## src/rtl/tap_pkg.sv

```systemverilog
// Shared TAP definitions: state encodings, BYPASS opcode helper and the
// 1149.1 TMS transition graph.
package tap_pkg;

   typedef enum logic [3:0] {
      TLR      = 4'hF,
      RTI      = 4'hC,
      SEL_DR   = 4'h7,
      CAP_DR   = 4'h6,
      SH_DR    = 4'h2,
      EX1_DR   = 4'h1,
      PAUSE_DR = 4'h3,
      EX2_DR   = 4'h0,
      UPD_DR   = 4'h5,
      SEL_IR   = 4'h4,
      CAP_IR   = 4'hE,
      SH_IR    = 4'hA,
      EX1_IR   = 4'h9,
      PAUSE_IR = 4'hB,
      EX2_IR   = 4'h8,
      UPD_IR   = 4'hD
   } tap_state_e;

   typedef enum logic [1:0] {
      DR_BYPASS = 2'd0,
      DR_IDCODE = 2'd1,
      DR_USER   = 2'd2
   } dr_sel_e;

   localparam int unsigned IDCODE_W = 32;

   // All-ones opcode of the given IR width (widths up to 32 bits).
   function automatic logic [31:0] bypass_opcode(input int unsigned ir_w);
      if (ir_w >= 32)
         return '1;
      return (32'd1 << ir_w) - 32'd1;
   endfunction

   // Standard TMS graph; unreachable codes do not exist since all 16 are used.
   function automatic tap_state_e next_state(input tap_state_e state, input logic tms);
      case (state)
         TLR:      return tms ? TLR      : RTI;
         RTI:      return tms ? SEL_DR   : RTI;
         SEL_DR:   return tms ? SEL_IR   : CAP_DR;
         CAP_DR:   return tms ? EX1_DR   : SH_DR;
         SH_DR:    return tms ? EX1_DR   : SH_DR;
         EX1_DR:   return tms ? UPD_DR   : PAUSE_DR;
         PAUSE_DR: return tms ? EX2_DR   : PAUSE_DR;
         EX2_DR:   return tms ? UPD_DR   : SH_DR;
         UPD_DR:   return tms ? SEL_DR   : RTI;
         SEL_IR:   return tms ? TLR      : CAP_IR;
         CAP_IR:   return tms ? EX1_IR   : SH_IR;
         SH_IR:    return tms ? EX1_IR   : SH_IR;
         EX1_IR:   return tms ? UPD_IR   : PAUSE_IR;
         PAUSE_IR: return tms ? EX2_IR   : PAUSE_IR;
         EX2_IR:   return tms ? UPD_IR   : SH_IR;
         UPD_IR:   return tms ? SEL_DR   : RTI;
         default:  return TLR;
      endcase
   endfunction

endpackage

```

## src/rtl/tap_fsm.sv

```systemverilog
// TAP state machine: state register plus TMS-driven transition logic.
// Also exports the next state so datapath updates can coincide with entry.
module tap_fsm
   import tap_pkg::*;
(
   input  logic       clk,
   input  logic       rst,
   input  logic       tms,
   output tap_state_e state,
   output tap_state_e state_nxt
);

   // Next state, with reset forcing Test-Logic-Reset regardless of TMS.
   always_comb begin
      state_nxt = TLR;
      if (!rst)
         state_nxt = next_state(state, tms);
   end

   // State register.
   always_ff @(posedge clk) begin
      state <= state_nxt;
   end

endmodule

```

## src/rtl/tap_ctrl_ir.sv

```systemverilog
// TAP controller with instruction register, BYPASS, IDCODE and a user data
// register, plus the serial TDI/TDO scan path.
module tap_ctrl_ir
   import tap_pkg::*;
#(
   parameter int unsigned     IR_W       = 4,
   parameter int unsigned     DR_W       = 8,
   parameter logic [31:0]     IDCODE_VAL = 32'h1234_5671,
   parameter logic [IR_W-1:0] OP_IDCODE  = IR_W'(1),
   parameter logic [IR_W-1:0] OP_USER    = IR_W'(2)
) (
   input  logic            GCLK_Pad,
   input  logic            TRST_Pad,
   input  logic            TMS_Pad,
   input  logic            TDI_Pad,
   output logic            TDO_Pad,
   output logic [3:0]      state_obs_Pad,
   output logic [IR_W-1:0] ir_obs,
   input  logic [DR_W-1:0] user_dr_in,
   output logic [DR_W-1:0] user_dr_out,
   output logic            user_update
);

   localparam logic [31:0]     BYP_FULL  = bypass_opcode(IR_W);
   localparam logic [IR_W-1:0] OP_BYPASS = BYP_FULL[IR_W-1:0];

   tap_state_e state;
   tap_state_e state_nxt;

   logic [IR_W-1:0]     ir_sr;
   logic [IR_W-1:0]     ir_q;
   logic [IDCODE_W-1:0] id_sr;
   logic [DR_W-1:0]     user_sr;
   logic [DR_W-1:0]     user_q;
   logic                byp_sr;
   dr_sel_e             dr_sel;

   tap_fsm u_fsm (
      .clk       (GCLK_Pad),
      .rst       (TRST_Pad),
      .tms       (TMS_Pad),
      .state     (state),
      .state_nxt (state_nxt)
   );

   // Data register selection from the active instruction; unknown codes bypass.
   always_comb begin
      dr_sel = DR_BYPASS;
      if (ir_q == OP_BYPASS)
         dr_sel = DR_BYPASS;
      else if (ir_q == OP_IDCODE)
         dr_sel = DR_IDCODE;
      else if (ir_q == OP_USER)
         dr_sel = DR_USER;
   end

   // IR capture/shift and update; updates land on the edge entering UpdIR/TLR.
   always_ff @(posedge GCLK_Pad) begin
      if (TRST_Pad) begin
         ir_sr <= '0;
         ir_q  <= OP_IDCODE;
      end else begin
         if (state == CAP_IR)
            ir_sr <= IR_W'(1);
         else if (state == SH_IR)
            ir_sr <= {TDI_Pad, ir_sr[IR_W-1:1]};

         if (state_nxt == TLR)
            ir_q <= OP_IDCODE;
         else if (state_nxt == UPD_IR)
            ir_q <= ir_sr;
      end
   end

   // DR capture/shift of the selected register and USER update on UpdDR entry.
   always_ff @(posedge GCLK_Pad) begin
      if (TRST_Pad) begin
         id_sr   <= '0;
         user_sr <= '0;
         byp_sr  <= 1'b0;
         user_q  <= '0;
      end else begin
         if (state == CAP_DR) begin
            case (dr_sel)
               DR_IDCODE: id_sr   <= IDCODE_VAL;
               DR_USER:   user_sr <= user_dr_in;
               default:   byp_sr  <= 1'b0;
            endcase
         end else if (state == SH_DR) begin
            case (dr_sel)
               DR_IDCODE: id_sr   <= {TDI_Pad, id_sr[IDCODE_W-1:1]};
               // Shift form that stays legal for a one-bit user register.
               DR_USER:   user_sr <= (user_sr >> 1) | (DR_W'(TDI_Pad) << (DR_W - 1));
               default:   byp_sr  <= TDI_Pad;
            endcase
         end

         if (state_nxt == UPD_DR && dr_sel == DR_USER)
            user_q <= user_sr;
      end
   end

   // Serial output: LSB of the register being shifted, else low.
   always_comb begin
      TDO_Pad = 1'b0;
      if (state == SH_IR) begin
         TDO_Pad = ir_sr[0];
      end else if (state == SH_DR) begin
         case (dr_sel)
            DR_IDCODE: TDO_Pad = id_sr[0];
            DR_USER:   TDO_Pad = user_sr[0];
            default:   TDO_Pad = byp_sr;
         endcase
      end
   end

   // Observation outputs; the update pulse spans exactly the UpdDR cycle.
   always_comb begin
      state_obs_Pad = state;
      ir_obs        = ir_q;
      user_dr_out   = user_q;
      user_update   = (state == UPD_DR) && (dr_sel == DR_USER);
   end

endmodule

```

## config.mk

```make
export PLATFORM = sky130hd
export DESIGN_NAME = tap_ctrl_ir
export DESIGN_NICKNAME = d
export VERILOG_FILES = /design/src/rtl/tap_pkg.sv /design/src/rtl/tap_fsm.sv /design/src/rtl/tap_ctrl_ir.sv
export SDC_FILE = /design/constraint.sdc
export NUM_CORES = 1
export LEC_CHECK = 0
export ABC_AREA = 1
export BUFFER_PORTS_ARGS = -buffer_cell sky130_fd_sc_hd__buf_2
export CORE_MARGIN = 10
export CORE_UTILIZATION = 40
export DETAILED_ROUTE_END_ITERATION = 8
export PLACE_DENSITY = 0.69
export SLEW_MARGIN = 30
export SYNTH_ARGS = -nofsm -noshare
export SYNTH_HDL_FRONTEND = slang
export SYNTH_SLANG_ARGS = --single-unit
```

## constraint.sdc

```tcl
create_clock -name GCLK_Pad -period 1.95 [get_ports GCLK_Pad]
set_clock_uncertainty 0.1 [all_clocks]
set_input_delay 0 -clock GCLK_Pad [delete_from_list [all_inputs] [get_ports GCLK_Pad]]
set_output_delay 0 -clock GCLK_Pad [all_outputs]
set_load 0.03 [all_outputs]
```

==> results.md, run 1 <==
Outcome:
- The run finished, with violations left.
- The checks that failed: setup timing.

Routing:
- The detailed router placed 2,470 vias in this run.
- For this block, the routed nets add up to 6250 um of wire.
- The residual antenna-violating net count after detailed routing is 0.
- After detailed routing, the number of remaining DRC violations is 0.
- The iteration count of the initial detailed-routing pass is 4.
- The mean number of vias per cell is 5.02.
- The number of DRC markers after the initial detailed-route iteration is 113.
- The per-cell routed wire length is 12.7 um.

Logic synthesis:
- Yosys mapped a number of flops with a built-in enable equal to 0.
- Counting flops and latches in the post-synthesis netlist gives 61.
- The average instance in the mapped netlist occupies 7.39 um2.
- The most used flip-flop cell after synthesis is sky130_fd_sc_hd__dfxtp_1.
- In the post-synthesis netlist, the biggest area contributors are sky130_fd_sc_hd__dfxtp_1, sky130_fd_sc_hd__nand2_1, sky130_fd_sc_hd__a21oi_1.
- The post-synthesis instance area is 0.00269 mm2.
- The yosys synthesis warning count is 0.
- The share of the synthesized area in the top cell type is 0.454.
- The number of instances in the synthesized netlist is 364.
- For this run, the register share of the synthesized area comes to 0.454.
- After synthesis, the share of flip-flops with an asynchronous set or reset is 0.
- The net count after synthesis is 378.
- Of all cell types, the one taking the most synthesized area is sky130_fd_sc_hd__dfxtp_1.
- The number of distinct library cell variants in the gate-level netlist after synthesis is 29.

GRT:
- The wire length of the first global-routing pass is 10,700 um.
- For this run, the total global-route usage over all layers was measured as 0.127.
- The number of antenna violations at the first check in global routing is 0.
- The via count of the first global-routing pass came to 2,299.
- The maximum number of pins on one net before global-route repair is 29.
- The global route total overflow is 0.

Floorplan:
- The area of the placeable core is 0.00642 mm2.
- The initial utilization of the core area, before any placement, comes to 0.419.
- From bottom edge to top edge, the die measures 102 um.
- The number of core rows is 29.
- The area of the die is 0.0104 mm2.
- The number of ports placed on the die boundary is 30.
- The width of the chip is 102 um.

Cells and area:
- The area growth from synthesis to layout is 25.8%.
- The share of final-layout standard cells stronger than drive strength 1 is 0.248.
- For this run, the post-layout net count is 425.
- The antenna diode count is 0.
- Excluding fillers, the count of instances in the completed layout stands at 492.
- The number of fill cells in the layout is 619.
- The design area is 0.00338 mm2.

Place:
- The half-perimeter wire length of the detailed placement result is 4400 um.
- The final estimated routing congestion in global placement is 0.946.
- The number of I/O port buffers is 29.
- The standard cell area after detailed placement is 0.00295 mm2.
- In this run, placement finished with an instance count of 463.

STA:
- After layout, the worst setup slack is -0.000142 ns.
- The number of failing hold endpoints at the final stage was 0.
- The count of pins over their slew limit is 0.
- Setup violations remaining at the end of the flow were counted as 1.
- The final worst hold slack is 0.0620 ns.
- The normalized max-slew margin is 0.676.
- The minimum period implied by the final worst setup slack is 1.95 ns.
- At the pin with the least slew margin, the transition time is 0.481 ns.
- Dividing the final minimum period by the clock period gives 1.00.
- The highest clock rate is 513 MHz.
- Setup repair after global routing could not meet its margin everywhere.

Hold path:
- The destination of the worst hold path is u_fsm.state[0]$_DFF_P_.
- Along the worst hold path, the cell count comes to 5.
- The start point of the worst hold path is TMS_Pad.
- The worst hold path class is in -> reg.

Power:
- The peak supply drop is 0.000980 V.
- In this run the power density over the cells is 1240 mW/mm2.
- For this design the static power due to leakage is 1.43 nW.
- The design draws 4.18 mW.

Worst setup path:
- The critical path start-end classification is reg -> out.
- The flop-to-flop setup slack is 0.13 ns.
- The critical path startpoint category is a register.
- The reg-to-reg critical path startpoint is ir_obs[1]$_SDFFE_PP0N_.
- The worst flop-to-flop path endpoint is user_sr[7]$_SDFFE_PP0P_.
- The kind of end point of the critical path is an output port.
- Data on the critical path is required at its endpoint by 1.85 ns.
- In this run the worst path has a maximum fanout of 2.
- Data on the critical path arrives at its endpoint at 1.85 ns.
- The number of cells traversed by the worst register-to-register path is 10.

Clock network:
- Clock tree synthesis inserted a total of 9 buffers.
- The total number of clock tree sinks is 61.
- The root buffer cell is sky130_fd_sc_hd__clkbuf_8.
- Clock-pin slew was measured on the worst setup and hold paths at 0.07 ns.
- The CTS tree is done.
- The number of buffers between clock root and the deepest sink is 2.
- Clock latency on the worst-skew pair, taken at its later pin, is 0.34 ns.
- CTS built an H-tree with a depth of 3.

Flow run:
- The number of max-capacitance violations reported is 0.
stage by stage:
stage,setup slack (ns),TNS [ns],util
2_1_floorplan,0.0307,0,-
3_3_place_gp,-0.0114,-0.0202,0.459
3_5_place_dp,-0.0127,-0.0664,0.459
4_1_cts,-0.0681,-0.0681,0.516
5_1_grt,-0.109,-0.109,0.527
6_report,-0.000142,-0.000142,0.527
registers in the layout, indices dropped and copies added, names as in the netlist:
signal and count:
byp_sr 1, id_sr 32, ir_obs 4, ir_sr 4
u_fsm.state 4, user_dr_out 8, user_sr 8
repair_timing:
item,4_1_cts,5_1_grt
hold buffers,10,0
setup endpoints to repair,9,11
endpoints found under the hold margin,14,0
pin swaps,6,7
resized for setup,15,13
buffers inserted,2,2
synth_stat cells, types with 2 or more instances:
cell type	n
sky130_fd_sc_hd__dfxtp_1	61
sky130_fd_sc_hd__nand2_1	53
sky130_fd_sc_hd__inv_1	42
sky130_fd_sc_hd__nor2_1	42
sky130_fd_sc_hd__a21oi_1	37
sky130_fd_sc_hd__nand3_1	30
sky130_fd_sc_hd__o21ai_0	20
sky130_fd_sc_hd__a211oi_1	11
sky130_fd_sc_hd__clkbuf_1	9
sky130_fd_sc_hd__inv_2	8
sky130_fd_sc_hd__nor2_2	8
sky130_fd_sc_hd__o22ai_1	7
sky130_fd_sc_hd__buf_2	6
sky130_fd_sc_hd__a221oi_1	5
sky130_fd_sc_hd__nand2_2	4
sky130_fd_sc_hd__nor3_1	4
sky130_fd_sc_hd__nor2_4	3
sky130_fd_sc_hd__ha_1	2
sky130_fd_sc_hd__nand4_1	2
worst max-delay path, stage by stage, from the launching register on:
cell and delay [ns]:
sky130_fd_sc_hd__dfxtp_4 0.35, sky130_fd_sc_hd__buf_12 0.12, sky130_fd_sc_hd__nor3_4 0.22, sky130_fd_sc_hd__inv_2 0.07
sky130_fd_sc_hd__ha_4 0.17, sky130_fd_sc_hd__a221oi_4 0.28, sky130_fd_sc_hd__o32ai_2 0.11, sky130_fd_sc_hd__buf_4 0.18
final cells by class:
type                            count  area [um2]  share of cell area
Multi-Input combinational cell    235        1280               0.379
Sequential cell                    61        1230               0.365
Timing Repair Buffer               52         373               0.110
Inverter                           52         198              0.0584
Clock buffer                       11         151              0.0447
Tap cell                           77        96.3              0.0285
Clock inverter                      4        47.5              0.0141
report_power, final:
group | leakage [nW] | internal [mW] | switching (mW)
combinational | 0.833 | 0.513 | 0.991
sequential | 0.495 | 1.41 | 0.149
clock | 0.101 | 0.648 | 0.473
layer usage:
| metal | wire [um] | GRT usage | up-vias | share of wire |
|---|---|---|---|---|
| met4 | 73 | 0.0466 | 0 | 0.012 |
| met1 | 2880 | 0.154 | 1106 | 0.46 |
| met3 | 479 | 0.0472 | 9 | 0.077 |
| li1 | - | - | 1284 | - |
| met2 | 2810 | 0.202 | 71 | 0.45 |
| met5 | 0 | 0 | - | 0 |
cell usage in the layout (no fill, tap or decap), types with 3 or more instances in the layout:
cell type | netlist | layout
sky130_fd_sc_hd__o21ai_1 | 1 | 3
sky130_fd_sc_hd__inv_1 | 42 | 38
sky130_fd_sc_hd__dlygate4sd3_1 | 0 | 10
sky130_fd_sc_hd__nand2_2 | 4 | 4
sky130_fd_sc_hd__nor2_1 | 42 | 41
sky130_fd_sc_hd__nor2_4 | 3 | 4
sky130_fd_sc_hd__inv_2 | 8 | 12
sky130_fd_sc_hd__dfxtp_1 | 61 | 55
sky130_fd_sc_hd__o22ai_1 | 7 | 7
sky130_fd_sc_hd__clkbuf_8 | 0 | 11
sky130_fd_sc_hd__dfxtp_2 | 0 | 4
sky130_fd_sc_hd__nand3_1 | 30 | 30
sky130_fd_sc_hd__buf_4 | 1 | 13
sky130_fd_sc_hd__buf_2 | 6 | 27
sky130_fd_sc_hd__nand2_1 | 53 | 53
sky130_fd_sc_hd__nor2_2 | 8 | 8
sky130_fd_sc_hd__a21oi_1 | 37 | 37
sky130_fd_sc_hd__a221oi_1 | 5 | 4
sky130_fd_sc_hd__a211oi_1 | 11 | 11
sky130_fd_sc_hd__o21ai_0 | 20 | 18
how the worst max path moves through the flow:
stage	from	end	slack, ns	depth (start not counted)
final	ir_obs[1]$_SDFFE_PP0N_	TDO_Pad	-0.0001	7
after floorplan	ir_obs[1]$_SDFFE_PP0N_	user_update	0.03	5
after global placement	u_fsm.state[2]$_DFF_P_	user_dr_out[6]$_SDFFE_PP0P_	-0.01	9
after CTS	ir_obs[2]$_SDFFE_PP0N_	TDO_Pad	-0.07	8
after detailed placement	u_fsm.state[2]$_DFF_P_	user_dr_out[4]$_SDFFE_PP0P_	-0.01	9
after global routing	ir_obs[1]$_SDFFE_PP0N_	TDO_Pad	-0.11	7
logic make-up (layout without fill, tap and decap cells):
logic type	after synthesis	in the layout	share of synthesized area
flops	61	61	0.454
buf+inv	68	119	0.100
fa+ha+maj	2	2	0.00931
compound gates	84	84	0.180
simple gates	149	149	0.256
Power figures use the tool's default switching activity.
==> run 2, diff against run 1 <==
==> constraint.sdc (replaced) <==
create_clock -name GCLK_Pad -period 1.95 [get_ports GCLK_Pad]
set_clock_uncertainty 0.1 [all_clocks]
set_input_delay 0.39 -clock GCLK_Pad [delete_from_list [all_inputs] [get_ports GCLK_Pad]]
set_output_delay 0.39 -clock GCLK_Pad [all_outputs]
set_load 0.03 [all_outputs]
==> run 2 against run 1 <==
  * The run still ends with setup timing left
  * Combinational power rose by 19%
  * Via count about the same
  * Register-to-register slack lost 0.14 ns
  * Critical path type unchanged
  * Largest cell class unchanged
==> results.md, run 2 (synthesized netlist as in run 1, its figures left out) <==
Outcome:
- The run finished, with violations left.
- The final reports fail on setup timing.

Clock network:
- The clock-pin transition on the worst setup and hold timing paths is 0.07 ns (about the same).
- The worst-skew pair later-pin latency was 0.33 ns (about the same).
- The CTS tree is done.
- The number of buffers between clock root and the deepest sink came to 2 (unchanged).
- The total number of clock tree sinks is 61 (unchanged).
- The root buffer cell is sky130_fd_sc_hd__clkbuf_8.
- The H-tree level count came to 3 (unchanged).
- The number of buffers inserted during clock tree synthesis is 9 (unchanged).

STA:
- The final worst-path cycle share came to 1.20 (+0.204).
- Setup repair after global routing could not meet its margin everywhere.
- The highest clock rate is 426 MHz (-17%).
- The count of pins over their slew limit is 0 (unchanged).
- The number of failing hold endpoints at the final stage is 0 (unchanged).
- The final worst hold slack came to 0.232 ns (+0.170 ns).
- The least setup slack across all paths after layout is -0.398 ns (-0.398 ns).
- The normalized max-slew margin is 0.681 (+0.00530).
- The minimum period implied by the final worst setup slack is 2.35 ns (+0.398 ns).
- The setup total negative slack is -0.783 ns (-0.783 ns).
- The transition at the pin with the smallest max-transition slack was 0.474 ns (-0.00787 ns).
- The count of endpoints failing setup in the final report was 4 (+3).

Power:
- The total power density per cell area is 1310 mW/mm2 (+5.7%).
- The reported leakage power is 1.46 nW (+2.1%).
- The total power of the final layout is 4.48 mW (+7.1%).
- The peak supply drop came to 0.000525 V (-46%).

GRT:
- The wire length of the first global-routing pass is 10,800 um (+0.89%).
- The via count of the first global-routing pass was 2,321 (+0.96%).
- The number of antenna violations at the first check in global routing is 0 (unchanged).
- The maximum number of pins on one net before global-route repair is 31 (+6.9%).
- The overall fraction of global-route tracks in use is 0.129 (+0.00217).
- The global route total overflow is 0 (unchanged).

Routing:
- The number of DRC markers after the initial detailed-route iteration came to 163 (+44%).
- The mean number of vias per cell came to 4.99 (-0.57%).
- The iteration count of the initial detailed-routing pass is 5 (+1).
- The DRC violations left is 0 (unchanged).
- The total vias in the final route came to 2,471 (+0.040%).
- The final wirelength is 6590 um (+5.5%).
- The per-cell routed wire length is 13.3 um (+4.8%).
- The residual antenna-violating net count after detailed routing is 0 (unchanged).

Worst setup path:
- The number of cells traversed by the worst register-to-register path is 11 (+1).
- The data arrival time of the critical path was 1.86 ns (about the same).
- The worst flop-to-flop path endpoint is user_sr[2]$_SDFFE_PP0P_.
- The critical path buffer and inverter count is 3 (unchanged).
- The kind of cell with the highest combined delay along the critical path is flip-flops.
- The kind of end point of the critical path is an output port.
- In this design, the critical path's most frequently occurring cell is sky130_fd_sc_hd__inv_2.
- The biggest cell delay along the critical path is 0.35 ns (about the same).
- The data required time at the worst endpoint was 1.46 ns (-0.39 ns).
- The slowest stage of the critical path belongs to the cell sky130_fd_sc_hd__dfxtp_4.
- The flop-to-flop setup slack is -0.01 ns (-0.14 ns).
- The largest driver fanout on the critical path is 2 (unchanged).
- The critical path start-end classification is reg -> out.
- The startpoint identified for the worst register-to-register timing path is ir_obs[3]$_SDFFE_PP0N_.
- The signal on the critical path passes through nor2_4 -> inv_2 -> nor3_4 -> inv_2 -> ha_4 -> a221oi_4 -> o32ai_4 -> buf_6.
- The critical path startpoint category is a register.

Cells and area:
- The antenna diode count is 0 (unchanged).
- The number of nets in the layout is 427 (+0.47%).
- The design area is 0.00343 mm2 (+1.3%).
- The register with the most flip-flops is id_sr.
- The final cell count without fillers was 495 (+0.61%).
- From synthesis to final layout, the design area changed by 27.5%.
- The share of final-layout standard cells stronger than drive strength 1 is 0.275 (+0.0269).
- The number of flip-flops under the largest register name is 32 (unchanged).
- The post-layout utilization of the core is 0.534 (+0.00682).
- The most common cell after layout, fill and taps aside is sky130_fd_sc_hd__dfxtp_1.
- The library cells used most frequently in the layout, excluding fill and tap cells, are sky130_fd_sc_hd__dfxtp_1, sky130_fd_sc_hd__nand2_1, sky130_fd_sc_hd__inv_1, sky130_fd_sc_hd__nor2_1, sky130_fd_sc_hd__a21oi_1.

Hold path:
- The worst hold path cell count is 3 (-2).
- The start point of the worst hold path is user_dr_in[7].
- The worst hold path belongs to the class in -> reg.
- The destination of the worst hold path is user_sr[7]$_SDFFE_PP0P_.

Flow run:
- The number of max-capacitance violations reported came to 0 (unchanged).

Place:
- The standard cell area after detailed placement was 0.00313 mm2 (+6.3%).
- The number of placed instances, taps included is 476 (+2.8%).
- The half-perimeter wire length of the detailed placement result is 4610 um (+4.7%).
- The number of I/O port buffers is 29 (unchanged).
- The final estimated routing congestion in global placement is 0.826 (-13%).
- The placement-stage worst setup slack is -0.240 ns (-0.227 ns).

Floorplan:
- The area of the placeable core is 0.00642 mm2 (unchanged).
- The initial standard-cell utilization of the core is 0.419 (unchanged).
- The number of ports placed on the die boundary is 30 (unchanged).
- The vertical die dimension came to 102 um (unchanged).
- The number of core rows is 29 (unchanged).
- The area of the die is 0.0104 mm2 (unchanged).
- The width of the chip is 102 um (unchanged).
==> run 2: cell count changes in the layout (fill, tap and decap cells not counted), moves of 2 or more <==
cell and change:
sky130_fd_sc_hd__buf_4 +10, sky130_fd_sc_hd__dlygate4sd3_1 -10, sky130_fd_sc_hd__nor2_4 +6, sky130_fd_sc_hd__nor2_1 -3
sky130_fd_sc_hd__clkbuf_1 +2, sky130_fd_sc_hd__dfxtp_2 -2, sky130_fd_sc_hd__dfxtp_4 +2, sky130_fd_sc_hd__nor2_2 -2
==> run 2: how the worst max path moves through the flow <==
stage | startpoint | depth (start not counted) | to | slack [ns]
after detailed placement | ir_obs[2]$_SDFFE_PP0N_ | 8 | id_sr[5]$_SDFFE_PP0P_ | -0.24
after global routing | ir_obs[3]$_SDFFE_PP0N_ | 8 | TDO_Pad | -0.50
after global placement | ir_obs[2]$_SDFFE_PP0N_ | 8 | id_sr[5]$_SDFFE_PP0P_ | -0.18
after floorplan | ir_obs[2]$_SDFFE_PP0N_ | 8 | TDO_Pad | -0.06
after CTS | ir_obs[2]$_SDFFE_PP0N_ | 8 | TDO_Pad | -0.43
final | ir_obs[3]$_SDFFE_PP0N_ | 8 | TDO_Pad | -0.40
==> run 2: repair_timing <==
action	CTS	global route
setup buffers	1	1
pin swaps	3	6
gates resized for setup	7	12
hold buffers	0	0
setup endpoints to repair	18	29
cloned	0	1
==> run 2: power breakdown <==
part           internal [mW]  switching (mW)  total (mW)
clock network          0.661           0.480        1.14
logic                  0.650            1.14        1.79
registers               1.41           0.133        1.54
total                   2.72            1.76        4.48
==> run 2: layout make-up <==
cell class	instances	area, um2
well taps	77	96.3
clock inverters	3	43.8
repair buffers	53	359
clock buffers	13	159
flip-flops and latches	61	1240
multi-input cells	236	1330
fillers	620	3000
inverters	52	198
==> run 2: worst min-delay path, stage by stage <==
cell and delay [ns]:
sky130_fd_sc_hd__buf_2 0.10, sky130_fd_sc_hd__nand2_1 0.06, sky130_fd_sc_hd__a31oi_1 0.07
==> run 2: per-layer routing <==
layer  GRT usage  vias up  part of all wire
li1            -     1301                 -
met1       0.176     1116              0.50
met2       0.191       48              0.45
met3      0.0317        6             0.044
met4      0.0553        0             0.011
met5           0        -                 0
==> run 3, diff against run 2 <==
--- a/config.mk
+++ b/config.mk
@@ -9,6 +9,7 @@
 export BUFFER_PORTS_ARGS = -buffer_cell sky130_fd_sc_hd__buf_2
 export CORE_MARGIN = 10
 export CORE_UTILIZATION = 40
+export CTS_BUF_LIST = sky130_fd_sc_hd__clkbuf_4 sky130_fd_sc_hd__clkbuf_8 sky130_fd_sc_hd__clkbuf_16
 export DETAILED_ROUTE_END_ITERATION = 8
 export PLACE_DENSITY = 0.69
 export SLEW_MARGIN = 30
==> run 3 against run 2 <==
  * The flow still finishes with violations (setup timing)
  * Clock-buffer cell count unchanged
  * Final area up 0.22%
  * Largest cell class unchanged
  * Worst setup slack about the same
  * Sequential share of layout area down 0.079 points
==> results.md, run 3 (synthesized netlist as in run 1, its figures left out) <==
Outcome:
- The flow ran to the end, but the final reports show violations.
- The checks that failed: setup timing.

Floorplan:
- The width of the chip is 102 um (unchanged).
- The vertical die dimension is 102 um (unchanged).
- The area of the placeable core is 0.00642 mm2 (unchanged).
- The initial standard-cell utilization of the core is 0.419 (unchanged).
- The number of ports placed on the die boundary is 30 (unchanged).
- The number of core rows came to 29 (unchanged).
- The area of the die came to 0.0104 mm2 (unchanged).

STA:
- The final worst-path cycle share is 1.20 (about the same).
- The least setup slack across all paths after layout is -0.398 ns (+0.000123 ns).
- The final worst hold slack was 0.232 ns (+0.0000940 ns).
- The highest clock rate came to 426 MHz (about the same).
- The count of pins over their slew limit is 0 (unchanged).
- The minimum period implied by the final worst setup slack was 2.35 ns (-0.000123 ns).
- The transition at the pin with the smallest max-transition slack came to 0.474 ns (unchanged).
- The number of failing hold endpoints at the final stage is 0 (unchanged).
- The count of endpoints failing setup in the final report is 4 (unchanged).
- Setup repair after global routing could not meet its margin everywhere.
- The normalized max-slew margin is 0.681 (unchanged).

Power:
- The clock share of power is 0.260 (+0.005).
- The switching share of power was 0.389 (-0.00244).
- The internal power component was 2.75 mW (+1.0%).
- The total power density per cell area is 1310 mW/mm2 (+0.40%).
- The net switching power of the design is 1.76 mW (about the same).
- The part of the power in combinational logic came to 0.398 (-0.002).
- The reported leakage power is 1.47 nW (+0.47%).
- The fraction of power consumed by sequential logic is 0.343 (-0.002).
- The total power of the final layout came to 4.51 mW (+0.62%).
- The peak supply drop is 0.000525 V (about the same).

Place:
- The final estimated routing congestion in global placement is 0.826 (unchanged).
- The placement-stage worst setup slack came to -0.240 ns (unchanged).
- The half-perimeter wire length of the detailed placement result is 4610 um (unchanged).
- The number of placed instances, taps included is 476 (unchanged).
- The standard cell area after detailed placement is 0.00313 mm2 (unchanged).
- The number of I/O port buffers was 29 (unchanged).

Cells and area:
- The area of combinational cells with multiple inputs is 0.00133 mm2 (unchanged).
- The antenna diode count is 0 (unchanged).
- The most common cell after layout, fill and taps aside is sky130_fd_sc_hd__dfxtp_1.
- The register with the most flip-flops is id_sr.
- The area taken by flip-flops and latches is 0.00124 mm2 (unchanged).
- The number of fill cells in the layout is 617 (-0.48%).
- The final cell count without fillers is 495 (unchanged).
- The number of nets in the layout is 427 (unchanged).
- The design area is 0.00343 mm2 (+0.22%).
- The share of final-layout standard cells stronger than drive strength 1 is 0.280 (+0.00478).
- The area growth from synthesis to layout is 27.7%.
- The number of flip-flops under the largest register name is 32 (unchanged).
- Leaving out fill and tap cells, the most frequent cells in the layout are sky130_fd_sc_hd__dfxtp_1, sky130_fd_sc_hd__nand2_1, sky130_fd_sc_hd__inv_1, sky130_fd_sc_hd__nor2_1, sky130_fd_sc_hd__a21oi_1.

Routing:
- The final wirelength is 6590 um (about the same).
- The number of DRC markers after the initial detailed-route iteration came to 163 (unchanged).
- The DRC violations left came to 0 (unchanged).
- The mean number of vias per cell is 4.99 (about the same).
- The per-cell routed wire length is 13.3 um (about the same).
- The residual antenna-violating net count after detailed routing came to 0 (unchanged).
- The total vias in the final route is 2,469 (-0.081%).
- The iteration count of the initial detailed-routing pass was 5 (unchanged).

Worst setup path:
- The critical path start-end classification is reg -> out.
- STA classifies the critical path endpoint as an output port.
- The largest driver fanout on the critical path is 2 (unchanged).
- The critical path startpoint category is a register.
- The data required time at the worst endpoint is 1.46 ns (about the same).
- The data arrival time of the critical path was 1.86 ns (about the same).

GRT:
- The maximum number of pins on one net before global-route repair is 31 (unchanged).
- The wire length of the first global-routing pass is 10,800 um (unchanged).
- The overall fraction of global-route tracks in use came to 0.129 (unchanged).
- The global route total overflow was 0 (unchanged).
- The number of antenna violations at the first check in global routing is 0 (unchanged).
- The via count of the first global-routing pass was 2,321 (unchanged).

Clock network:
- TritonCTS built the clock tree.
- The clock-pin transition on the worst setup and hold timing paths is 0.07 ns (about the same).
- The number of buffers inserted during clock tree synthesis is 9 (unchanged).
- The root buffer cell is sky130_fd_sc_hd__clkbuf_8.
- The worst-skew pair later-pin latency was 0.33 ns (about the same).
- The H-tree level count is 3 (unchanged).
- The total number of clock tree sinks is 61 (unchanged).
- The number of buffers between clock root and the deepest sink came to 2 (unchanged).
- The cts-stage hold buffer count is 0 (unchanged).

Hold path:
- The worst hold path class is in -> reg.

Flow run:
- The number of max-capacitance violations reported is 0 (unchanged).
run 3: path summary, 6_finish.rpt:
kind,cells past startpoint,from,slack [ns],endpoint
max,8,ir_obs[3]$_SDFFE_PP0N_,-0.40,TDO_Pad
min,3,user_dr_in[7],0.23,user_sr[7]$_SDFFE_PP0P_
max reg2reg,11,ir_obs[3]$_SDFFE_PP0N_,-0.01,user_sr[2]$_SDFFE_PP0P_
min reg2reg,2,id_sr[26]$_SDFFE_PP0P_,0.35,id_sr[25]$_SDFFE_PP0P_
run 3: layer usage:
metal,track usage,vias up,part of all wire
met3,0.0317,6,0.044
met2,0.191,48,0.45
met1,0.176,1114,0.50
met5,0,-,0
li1,-,1301,-
met4,0.0553,0,0.011
run 3: final cells by class:
type	instances	share of cell area
clock buffers	13	0.0485
clock inverters	3	0.0128
inverters	52	0.0576
multi-input cells	236	0.388
flip-flops and latches	61	0.361
well taps	77	0.0281
repair buffers	53	0.105
run 3: power by group through the flow:
stage / logic (mW) / registers (mW) / clock network, mW
floorplan: 1.03 / 1.64 / 0
global placement: 1.58 / 1.55 / 0
detailed placement: 1.61 / 1.56 / 0
CTS: 1.65 / 1.53 / 1.19
global route: 1.98 / 1.56 / 1.25
finish: 1.79 / 1.54 / 1.17
run 3: critical path, cell delays in order, from the launching register on:
cell and delay (ns):
sky130_fd_sc_hd__dfxtp_4 0.35, sky130_fd_sc_hd__nor2_4 0.10, sky130_fd_sc_hd__inv_2 0.06, sky130_fd_sc_hd__nor3_4 0.19, sky130_fd_sc_hd__inv_2 0.07, sky130_fd_sc_hd__ha_4 0.29
sky130_fd_sc_hd__a221oi_4 0.04, sky130_fd_sc_hd__o32ai_4 0.27, sky130_fd_sc_hd__buf_6 0.17
run 3: timing repair:
action,CTS,global route
gates resized for setup,7,12
pin swaps,3,6
buffers inserted,1,1
gates cloned,0,1
endpoints found under the setup margin,18,29
run 3: metrics by stage:
step / setup TNS [ns] / utilization
floorplan: -0.0632 / -
global placement: -1.85 / 0.488
detailed placement: -2.46 / 0.488
CTS: -3.08 / 0.524
global route: -1.80 / 0.535
finish: -0.783 / 0.535
